--- config.mk ---
export PLATFORM = sky130hd
export DESIGN_NAME = lfsr_gen_flat
export DESIGN_NICKNAME = d
export VERILOG_FILES = /design/src/rtl/lfsr_gen_if.sv /design/src/rtl/lfsr_gen.sv /design/src/flat_wrapper.sv
export SDC_FILE = /design/constraint.sdc
export NUM_CORES = 1
export LEC_CHECK = 0
export CAP_MARGIN = 0
export CORE_AREA = 2 2 93 95
export CTS_CLUSTER_SIZE = 14
export DETAILED_ROUTE_END_ITERATION = 6
export DIE_AREA = 0 0 95 97
export HOLD_SLACK_MARGIN = 0.02
export PLACE_DENSITY = 0.76
export SLEW_MARGIN = 20
export SYNTH_ARGS = -nofsm -noshare
export SYNTH_HDL_FRONTEND = slang
export SYNTH_SLANG_ARGS = --single-unit
--- constraint.sdc ---
create_clock -name clk -period 5.8 [get_ports clk]
set_clock_uncertainty 0.1 [all_clocks]
set_input_delay 1.16 -clock clk [delete_from_list [all_inputs] [get_ports clk]]
set_output_delay 1.16 -clock clk [all_outputs]
set_load 0.05 [all_outputs]
--- src/rtl/lfsr_gen_if.sv ---
// Word stream carried from lfsr_gen to its consumer: valid/ready handshake
// with an NOUT-bit payload.
interface lfsr_gen_if #(
  parameter int NOUT = 6
);
  logic            out_vld;
  logic            out_rdy;
  logic [NOUT-1:0] out_dat;

  modport master (
    output out_vld,
    output out_dat,
    input  out_rdy
  );

  modport slave (
    input  out_vld,
    input  out_dat,
    output out_rdy
  );
endinterface

--- src/rtl/lfsr_gen.sv ---
// Parametrised Fibonacci LFSR word generator. Each advance runs NOUT single
// steps in one cycle and presents the feedback bits as a word on a
// valid/ready stream. Supports run-time reseeding with zero-seed substitution,
// a wrap pulse when the state returns to the active seed, and a saturating
// words-since-seed counter.
module lfsr_gen #(
  parameter int              WIDTH = 16,
  parameter int              NOUT  = 6,
  parameter logic [WIDTH-1:0] TAPS = 16'hB400,
  parameter logic [WIDTH-1:0] INIT = 16'hBEEF,
  parameter int              CW    = 32
) (
  input  logic             clk,
  input  logic             rst,
  input  logic             en,
  input  logic             seed_ld,
  input  logic [WIDTH-1:0] seed,
  lfsr_gen_if.master       strm,
  output logic [WIDTH-1:0] state,
  output logic             wrap,
  output logic             zseed,
  output logic [CW-1:0]    wcnt
);

  typedef enum logic {
    EMPTY = 1'b0,
    FULL  = 1'b1
  } fsm_t;

  fsm_t             fsm_q;
  fsm_t             fsm_d;
  logic             adv;
  logic [WIDTH-1:0] lfsr_q;
  logic [WIDTH-1:0] seed_reg_q;
  logic [WIDTH-1:0] adv_state;
  logic [WIDTH-1:0] ld_val;
  logic [NOUT-1:0]  adv_bits;
  logic [NOUT-1:0]  dat_q;
  logic [CW-1:0]    wcnt_q;
  logic             wrap_q;
  logic             zseed_q;

  // NOUT single Fibonacci steps; the first feedback bit lands in the word MSB,
  // so the low NOUT state bits equal the word afterwards.
  function automatic logic [WIDTH+NOUT-1:0] advance(input logic [WIDTH-1:0] s_in);
    logic [WIDTH-1:0] s;
    logic [NOUT-1:0]  bits;
    logic             fb;
    s    = s_in;
    bits = '0;
    for (int k = 0; k < NOUT; k++) begin
      fb                = ^(s & TAPS);
      bits[NOUT-1-k]    = fb;
      s                 = {s[WIDTH-2:0], fb};
    end
    return {s, bits};
  endfunction

  // Counter increment that sticks at all-ones instead of rolling over.
  function automatic logic [CW-1:0] sat_inc(input logic [CW-1:0] c);
    return (&c) ? c : c + {{(CW-1){1'b0}}, 1'b1};
  endfunction

  assign {adv_state, adv_bits} = advance(lfsr_q);

  // A zero seed would lock the register at zero forever; substitute INIT.
  assign ld_val = (seed == '0) ? INIT : seed;

  // Next-state logic: seed load wins over everything, otherwise generate into
  // an empty slot or replace a word the consumer is taking this cycle.
  always_comb begin
    fsm_d = fsm_q;
    adv   = 1'b0;
    if (seed_ld) begin
      fsm_d = EMPTY;
    end else begin
      case (fsm_q)
        EMPTY: begin
          if (en) begin
            adv   = 1'b1;
            fsm_d = FULL;
          end
        end
        FULL: begin
          if (strm.out_rdy) begin
            if (en) adv = 1'b1;
            else    fsm_d = EMPTY;
          end
        end
        default: fsm_d = EMPTY;
      endcase
    end
  end

  // FSM state register; FULL is exactly "out_vld is high".
  always_ff @(posedge clk or negedge rst) begin
    if (!rst) fsm_q <= EMPTY;
    else      fsm_q <= fsm_d;
  end

  // LFSR, active seed, output word, counter and one-cycle status pulses.
  always_ff @(posedge clk or negedge rst) begin
    if (!rst) begin
      lfsr_q     <= INIT;
      seed_reg_q <= INIT;
      dat_q      <= '0;
      wcnt_q     <= '0;
      wrap_q     <= 1'b0;
      zseed_q    <= 1'b0;
    end else if (seed_ld) begin
      lfsr_q     <= ld_val;
      seed_reg_q <= ld_val;
      zseed_q    <= (seed == '0);
      wcnt_q     <= '0;
      wrap_q     <= 1'b0;
    end else begin
      zseed_q <= 1'b0;
      wrap_q  <= 1'b0;
      if (adv) begin
        lfsr_q <= adv_state;
        dat_q  <= adv_bits;
        wcnt_q <= sat_inc(wcnt_q);
        wrap_q <= (adv_state == seed_reg_q);
      end
    end
  end

  assign strm.out_vld = (fsm_q == FULL);
  assign strm.out_dat = dat_q;
  assign state        = lfsr_q;
  assign wrap         = wrap_q;
  assign zseed        = zseed_q;
  assign wcnt         = wcnt_q;

endmodule

--- src/flat_wrapper.sv ---
// flat-port wrapper written by rule: the top's interface ports become plain ports
module lfsr_gen_flat 
#(
  parameter int              WIDTH = 16,
  parameter int              NOUT  = 6,
  parameter logic [WIDTH-1:0] TAPS = 16'hB400,
  parameter logic [WIDTH-1:0] INIT = 16'hBEEF,
  parameter int              CW    = 32
)
  (clk, rst, en, seed_ld, seed, state, wrap, zseed, wcnt, strm_out_vld, strm_out_dat, strm_out_rdy);
  lfsr_gen_if #(.NOUT(NOUT)) strm_i ();
  input  logic clk;
  input  logic rst;
  input  logic en;
  input  logic seed_ld;
  input  logic [WIDTH-1:0] seed;
  output logic [WIDTH-1:0] state;
  output logic wrap;
  output logic zseed;
  output logic [CW-1:0] wcnt;
  output wire logic [$bits(strm_i.out_vld)-1:0] strm_out_vld;
  output wire logic [$bits(strm_i.out_dat)-1:0] strm_out_dat;
  input wire logic [$bits(strm_i.out_rdy)-1:0] strm_out_rdy;
  assign strm_out_vld = strm_i.out_vld;
  assign strm_out_dat = strm_i.out_dat;
  assign strm_i.out_rdy = strm_out_rdy;
  lfsr_gen #(.WIDTH(WIDTH), .NOUT(NOUT), .TAPS(TAPS), .INIT(INIT), .CW(CW)) u_core (.clk(clk), .rst(rst), .en(en), .seed_ld(seed_ld), .seed(seed), .strm(strm_i), .state(state), .wrap(wrap), .zseed(zseed), .wcnt(wcnt));
endmodule
==> results of run 1 <==
## cell type report
class	instances	area, sq um
clock buffer	9	124
sequential	73	1860
timing repair buffer	80	787
clock inverter	7	70.1
inverter	10	37.5
tap	105	131
fill	696	3110
multi-input combinational	311	2010
## routing by layer
| metal | part of all wire | GRT usage | up-vias |
|---|---|---|---|
| li1 | - | - | 1636 |
| met4 | 0.021 | 0.0870 | 0 |
| met2 | 0.49 | 0.368 | 138 |
| met1 | 0.43 | 0.316 | 1729 |
| met3 | 0.059 | 0.0491 | 22 |
| met5 | 0 | 0 | - |
## worst max-delay path: stages
cell	delay, ps
buf_2	450
buf_4	540
nand2b_1	180
nor2_1	130
nand4_1	500
buf_6	370
a31oi_1	140
o22a_1	160
## state kept, by name, summed over array words and instances (netlist names)
| name | count |
|---|---|
| u_core.wcnt | 32 |
| u_core.zseed | 1 |
| u_core.seed_reg_q | 16 |
| u_core.wrap | 1 |
| u_core.strm.out_dat | 6 |
| u_core.strm.out_vld | 1 |
| u_core.state | 16 |
## worst max path at each step
| stage | from | to | slack (ps) |
|---|---|---|---|
| floorplan | strm_out_rdy | u_core.wcnt[25]$_DFFE_PN0P_ | 3230 |
| global placement | seed_ld | u_core.state[1]$_DFFE_PN1P_ | 1860 |
| detailed placement | seed_ld | u_core.state[2]$_DFFE_PN1P_ | 1720 |
| CTS | seed_ld | u_core.state[2]$_DFFE_PN1P_ | 2100 |
| global route | seed_ld | u_core.seed_reg_q[0]$_DFFE_PN1P_ | 2110 |
| finish | seed_ld | u_core.state[2]$_DFFE_PN1P_ | 2330 |
## power groups by stage
| stage | clock [mW] | combinational (mW) | sequential (mW) |
|---|---|---|---|
| after floorplan | 0 | 0.156 | 0.730 |
| after global placement | 0 | 0.397 | 0.622 |
| after detailed placement | 0 | 0.403 | 0.622 |
| after CTS | 0.408 | 0.405 | 0.614 |
| after global routing | 0.429 | 0.430 | 0.621 |
| final | 0.400 | 0.403 | 0.614 |
## kinds of logic after synthesis
kind of cell,count (synthesis),share of synthesized area
and+or+nand+nor,162,0.230
AOI/OAI and AO/OA,95,0.142
muxes,19,0.0516
xor gates and xnor gates,34,0.0744
buffers and inverters,29,0.0347
DFF,73,0.465
adders and majority gates,1,0.00313
## cell usage in the layout (no fill, tap or decap), types with 12 or more instances in the layout
cell type        instances
a21oi_1                 30
clkdlybuf4s50_1         75
dfrtp_1                 47
dfstp_2                 26
mux2_2                  13
nand2_1                 39
nand3_1                 12
nand4_1                 15
nor2_1                  26
o21ai_0                 38
xnor2_1                 24
## metrics by stage
step / instances / hold WS (ps) / total power, mW / area, sq um / util
4_1_cts: 594 / 420 / 1.43 / 5000 / 0.615
6_report: 595 / 418 / 1.42 / 5020 / 0.618
3_3_place_gp: 578 / 397 / 1.02 / 4810 / 0.591
3_5_place_dp: 578 / 405 / 1.03 / 4810 / 0.591
2_1_floorplan: 413 / 378 / 0.886 / 4000 / -
5_1_grt: 595 / 441 / 1.48 / 5020 / 0.618
==> out/metrics.cfg, run 1 <==
[setup_path]
end_kind=flip-flop
rr_startpoint=u_core.wcnt[0]$_DFFE_PN0P_
critical_path_class=in2reg
r2r_setup_slack_ps=3350
required_ps=6000
start_kind=input pin
arrival_ps=3670
r2r-end=u_core.wcnt[3]$_DFFE_PN0P_
rr_worst_depth=6
cp_max_fo=56

[placement]
place.gp.congestion=0.838
detailed_place_hpwl_microns=7150
dp_slack_ps=1720
portBuffers=77

[yosys]
synthTopCellsByCount=dfrtp_1, nand2_1, o21ai_0
yosysTopAreaCell=dfrtp_1
synth_area_sq_um=4000
yosysSeqAreaShare=0.465
syn_nets=435
avgSynthCellArea_sq_um=9.69
synth-main-ff-cell=dfrtp_1
async_flop_share=1.00
synth.area.top_cells=dfrtp_1, dfstp_2, xnor2_1
synth_cells=413
yosysMostFrequentCell=dfrtp_1
synth_edf_count=0
yosys_warnings=0
ys_ff_latch=73
netlist.area_leader.share=0.294
yosysUniqueCellTypes=53

[floorplanning]
die_h_microns=97
die_x_microns=95
die_area_sq_um=9220
start_util=0.492
rows=33
coreArea_sq_um=8130
io_pins=78

[timing]
relSlewSlack=0.480
clock.fmax_mhz=288
setup_ws_ps=2330
finalCritPeriodShare=0.599
worst_pin_slew_ps=776
finalSetupViolCount=0
finalCriticalPeriod_ps=3470
final_hold_viol_count=0
drv_slew=0
setup_tns_ps=0
rsz0062_at_grt=false

[global_route]
grt.total_usage=0.234
grt_max_degree=57
antenna_found_initial=0
grt_pass1_vias=3493
grt_pass1_wl_microns=17100
gr-total-overflow=0

[finish]
nets=507
syn_to_final_growth_pct=25.5
diodes=0
drive_gt1_frac=0.165

[worst_hold_path]
hold_class=reg2reg
min-delay-start=u_core.seed_reg_q[0]$_DFFE_PN1P_
min_to=u_core.seed_reg_q[0]$_DFFE_PN1P_
hold_depth=2

[clocking]
clkSinkCount=73
clk_path_buf_depth=2
cts_resized=0
post-cts-setup-buffers=0
clkTransAtPathRegs_ps=80
numCtsBuffers=9
root_buffer=clkbuf_8
htreeDepth=3
clk_latency_ps=350
cts_tree=built
cts_hold_buf=0

[pwr]
power.density_nw_per_um2=282
switchingPower_mw=0.497
pwr-share-clk=0.283
p_int_mw=0.920
power.share.sequential=0.433
switching_share=0.351
p_leak_nw=1.94
ir_worst_vdd_uv=159
pwr-share-comb=0.284

[drt]
drt_wl_total_microns=10000
ant_nets=0
route.detailed.drc=0
dr.pass1.iters=5
num_vias=3525
vias_per_cell=5.92
wl_per_cell_microns=16.9
drt_iter0_drc=172

[run_status]
outcome=completed

[flow_run]
max_cap_violations=0

No activity file was read; power rests on OpenSTA's default activity.
==> run 2: changes to the inputs <==
==> constraint.sdc (replaced) <==
create_clock -name clk -period 3.6 [get_ports clk]
set_clock_uncertainty 0.1 [all_clocks]
set_input_delay 0.72 -clock clk [delete_from_list [all_inputs] [get_ports clk]]
set_output_delay 0.72 -clock clk [all_outputs]
set_load 0.05 [all_outputs]
==> run 2 against run 1 <==
Final cell count increased by 1.2%. Non-clock buffer count grew 7. Critical path depth decreased by 7. First-iteration DRC count shrank 23%. Sequential share of layout area down 0.49 points. Critical endpoint is now state[7]. Highest routed layer unchanged.
==> out/metrics.cfg, run 2 (synthesized netlist as in run 1, its figures left out) <==
[run_status]
outcome=completed

[finish]
utilization=0.626  ; +0.00831
stdcell_count=602  ; +1.2%
drive_gt1_frac=0.171  ; +0.00572
fin_area_sq_um=5090  ; +1.3%
diodes=0  ; unchanged
syn_to_final_growth_pct=27.2
nets=514  ; +1.4%
largest_reg_flops=32  ; unchanged
mostFrequentLayoutCells=clkdlybuf4s50_1, dfrtp_1, nand2_1, o21ai_0, a21oi_1
layout_commonest_cell=clkdlybuf4s50_1

[placement]
dpl_cell_area_sq_um=4870  ; +1.2%
place_inst=586  ; +1.4%
portBuffers=77  ; unchanged
place.gp.congestion=0.875  ; +4.4%
dp_slack_ps=810  ; -914 ps
detailed_place_hpwl_microns=7230  ; +1.0%

[global_route]
grt_pass1_wl_microns=16800  ; -1.8%
gr-total-overflow=0  ; unchanged
grt.total_usage=0.234  ; about the same
antenna_found_initial=0  ; unchanged
grt_max_degree=86  ; +51%
grt_pass1_vias=3429  ; -1.8%

[drt]
dr.pass1.iters=4  ; -1
wl_per_cell_microns=16.8  ; -0.15%
drt_wl_total_microns=10100  ; +1.0%
route.detailed.drc=0  ; unchanged
drt_iter0_drc=132  ; -23%
vias_per_cell=5.73  ; -3.3%
num_vias=3447  ; -2.2%
ant_nets=0  ; unchanged

[floorplanning]
die_x_microns=95  ; unchanged
io_pins=78  ; unchanged
rows=33  ; unchanged
die_h_microns=97  ; unchanged
coreArea_sq_um=8130  ; unchanged
start_util=0.492  ; unchanged
die_area_sq_um=9220  ; unchanged

[clocking]
cts_hold_buf=0  ; unchanged
root_buffer=clkbuf_8
clkSinkCount=73  ; unchanged
clk_path_buf_depth=2  ; unchanged
cts_tree=built
numCtsBuffers=9  ; unchanged
cts_resized=0  ; unchanged
htreeDepth=3  ; unchanged
post-cts-setup-buffers=0  ; unchanged
clkTransAtPathRegs_ps=80  ; about the same
clk_latency_ps=350  ; about the same

[flow_run]
max_cap_violations=0  ; unchanged

[setup_path]
critical_path_class=reg2out
cp_max_fo=6  ; -89%
worstPathCellList=clkdlybuf4s50_1
crit_family=buffers and inverters
critPathMaxStageDelay_ps=830  ; +290 ps
required_ps=2780  ; -3220 ps
worstPathBufferInverterCount=1  ; -2
end_kind=output port
start_kind=flip-flop
arrival_ps=1810  ; -1860 ps
cp_slowest_cell=clkdlybuf4s50_1

[timing]
final_hold_viol_count=0  ; unchanged
finalCritPeriodShare=0.730
finalSetupViolCount=0  ; unchanged
setup_ws_ps=972  ; -1360 ps
worst_pin_slew_ps=910  ; +134 ps
finalCriticalPeriod_ps=2630
setup_tns_ps=0  ; unchanged
rsz0062_at_grt=false
fin_hold_ws_ps=399  ; -18.9 ps
clock.fmax_mhz=381
relSlewSlack=0.394  ; -0.0860
drv_slew=0  ; unchanged

[pwr]
power.density_nw_per_um2=464  ; +65%
ir_worst_vdd_uv=316  ; +99%
p_leak_nw=1.98  ; +1.7%
power_mw=2.36  ; +67%

[worst_hold_path]
hold_class=in2async

==> run 2: final timing paths <==
path                                                   from                                to  slack [ps]  depth (start not counted)
setup / recovery                u_core.state[7]$_DFFE_PN1P_                          state[7]         970                          1
hold / removal                                          rst       u_core.wcnt[23]$_DFFE_PN0P_         400                          1
setup reg to reg                 u_core.wcnt[0]$_DFFE_PN0P_        u_core.wcnt[7]$_DFFE_PN0P_        1170                          7
hold reg to reg            u_core.seed_reg_q[3]$_DFFE_PN1P_  u_core.seed_reg_q[3]$_DFFE_PN1P_         420                          2
max in group asynchronous                               rst       u_core.state[9]$_DFFE_PN1P_        2190                          2
min in group clk           u_core.seed_reg_q[3]$_DFFE_PN1P_  u_core.seed_reg_q[3]$_DFFE_PN1P_         420                          2
==> run 2: layout make-up <==
| type | count | area [sq um] |
|---|---|---|
| Clock buffer | 13 | 159 |
| Timing Repair Buffer | 87 | 836 |
| Sequential cell | 73 | 1860 |
| Multi-Input combinational cell | 311 | 2000 |
| Inverter | 10 | 37.5 |
| Fill cell | 700 | 3040 |
| Clock inverter | 3 | 65.1 |
| Tap cell | 105 | 131 |
==> run 2: where the power goes <==
part / leakage, nW / switching (mW) / total [mW] / internal [mW]
clock network: 0.114 / 0.296 / 0.724 / 0.428
logic: 0.961 / 0.401 / 0.652 / 0.251
registers: 0.900 / 0.0717 / 0.988 / 0.917
==> run 2: routing by layer <==
layer  wire length (microns)  global-route usage
met1                    4420               0.313
met2                    5000               0.367
met3                     513              0.0654
met4                     203              0.0725
met5                       0                   0
==> run 2: worst reg2reg max path: stages, from the launching register on <==
cell and delay [ps]:
dfrtp_1 460, ha_1 240, and4_2 280, nand3_1 200, nor3_2 530, buf_4 290
or3_1 130, a21oi_1 60
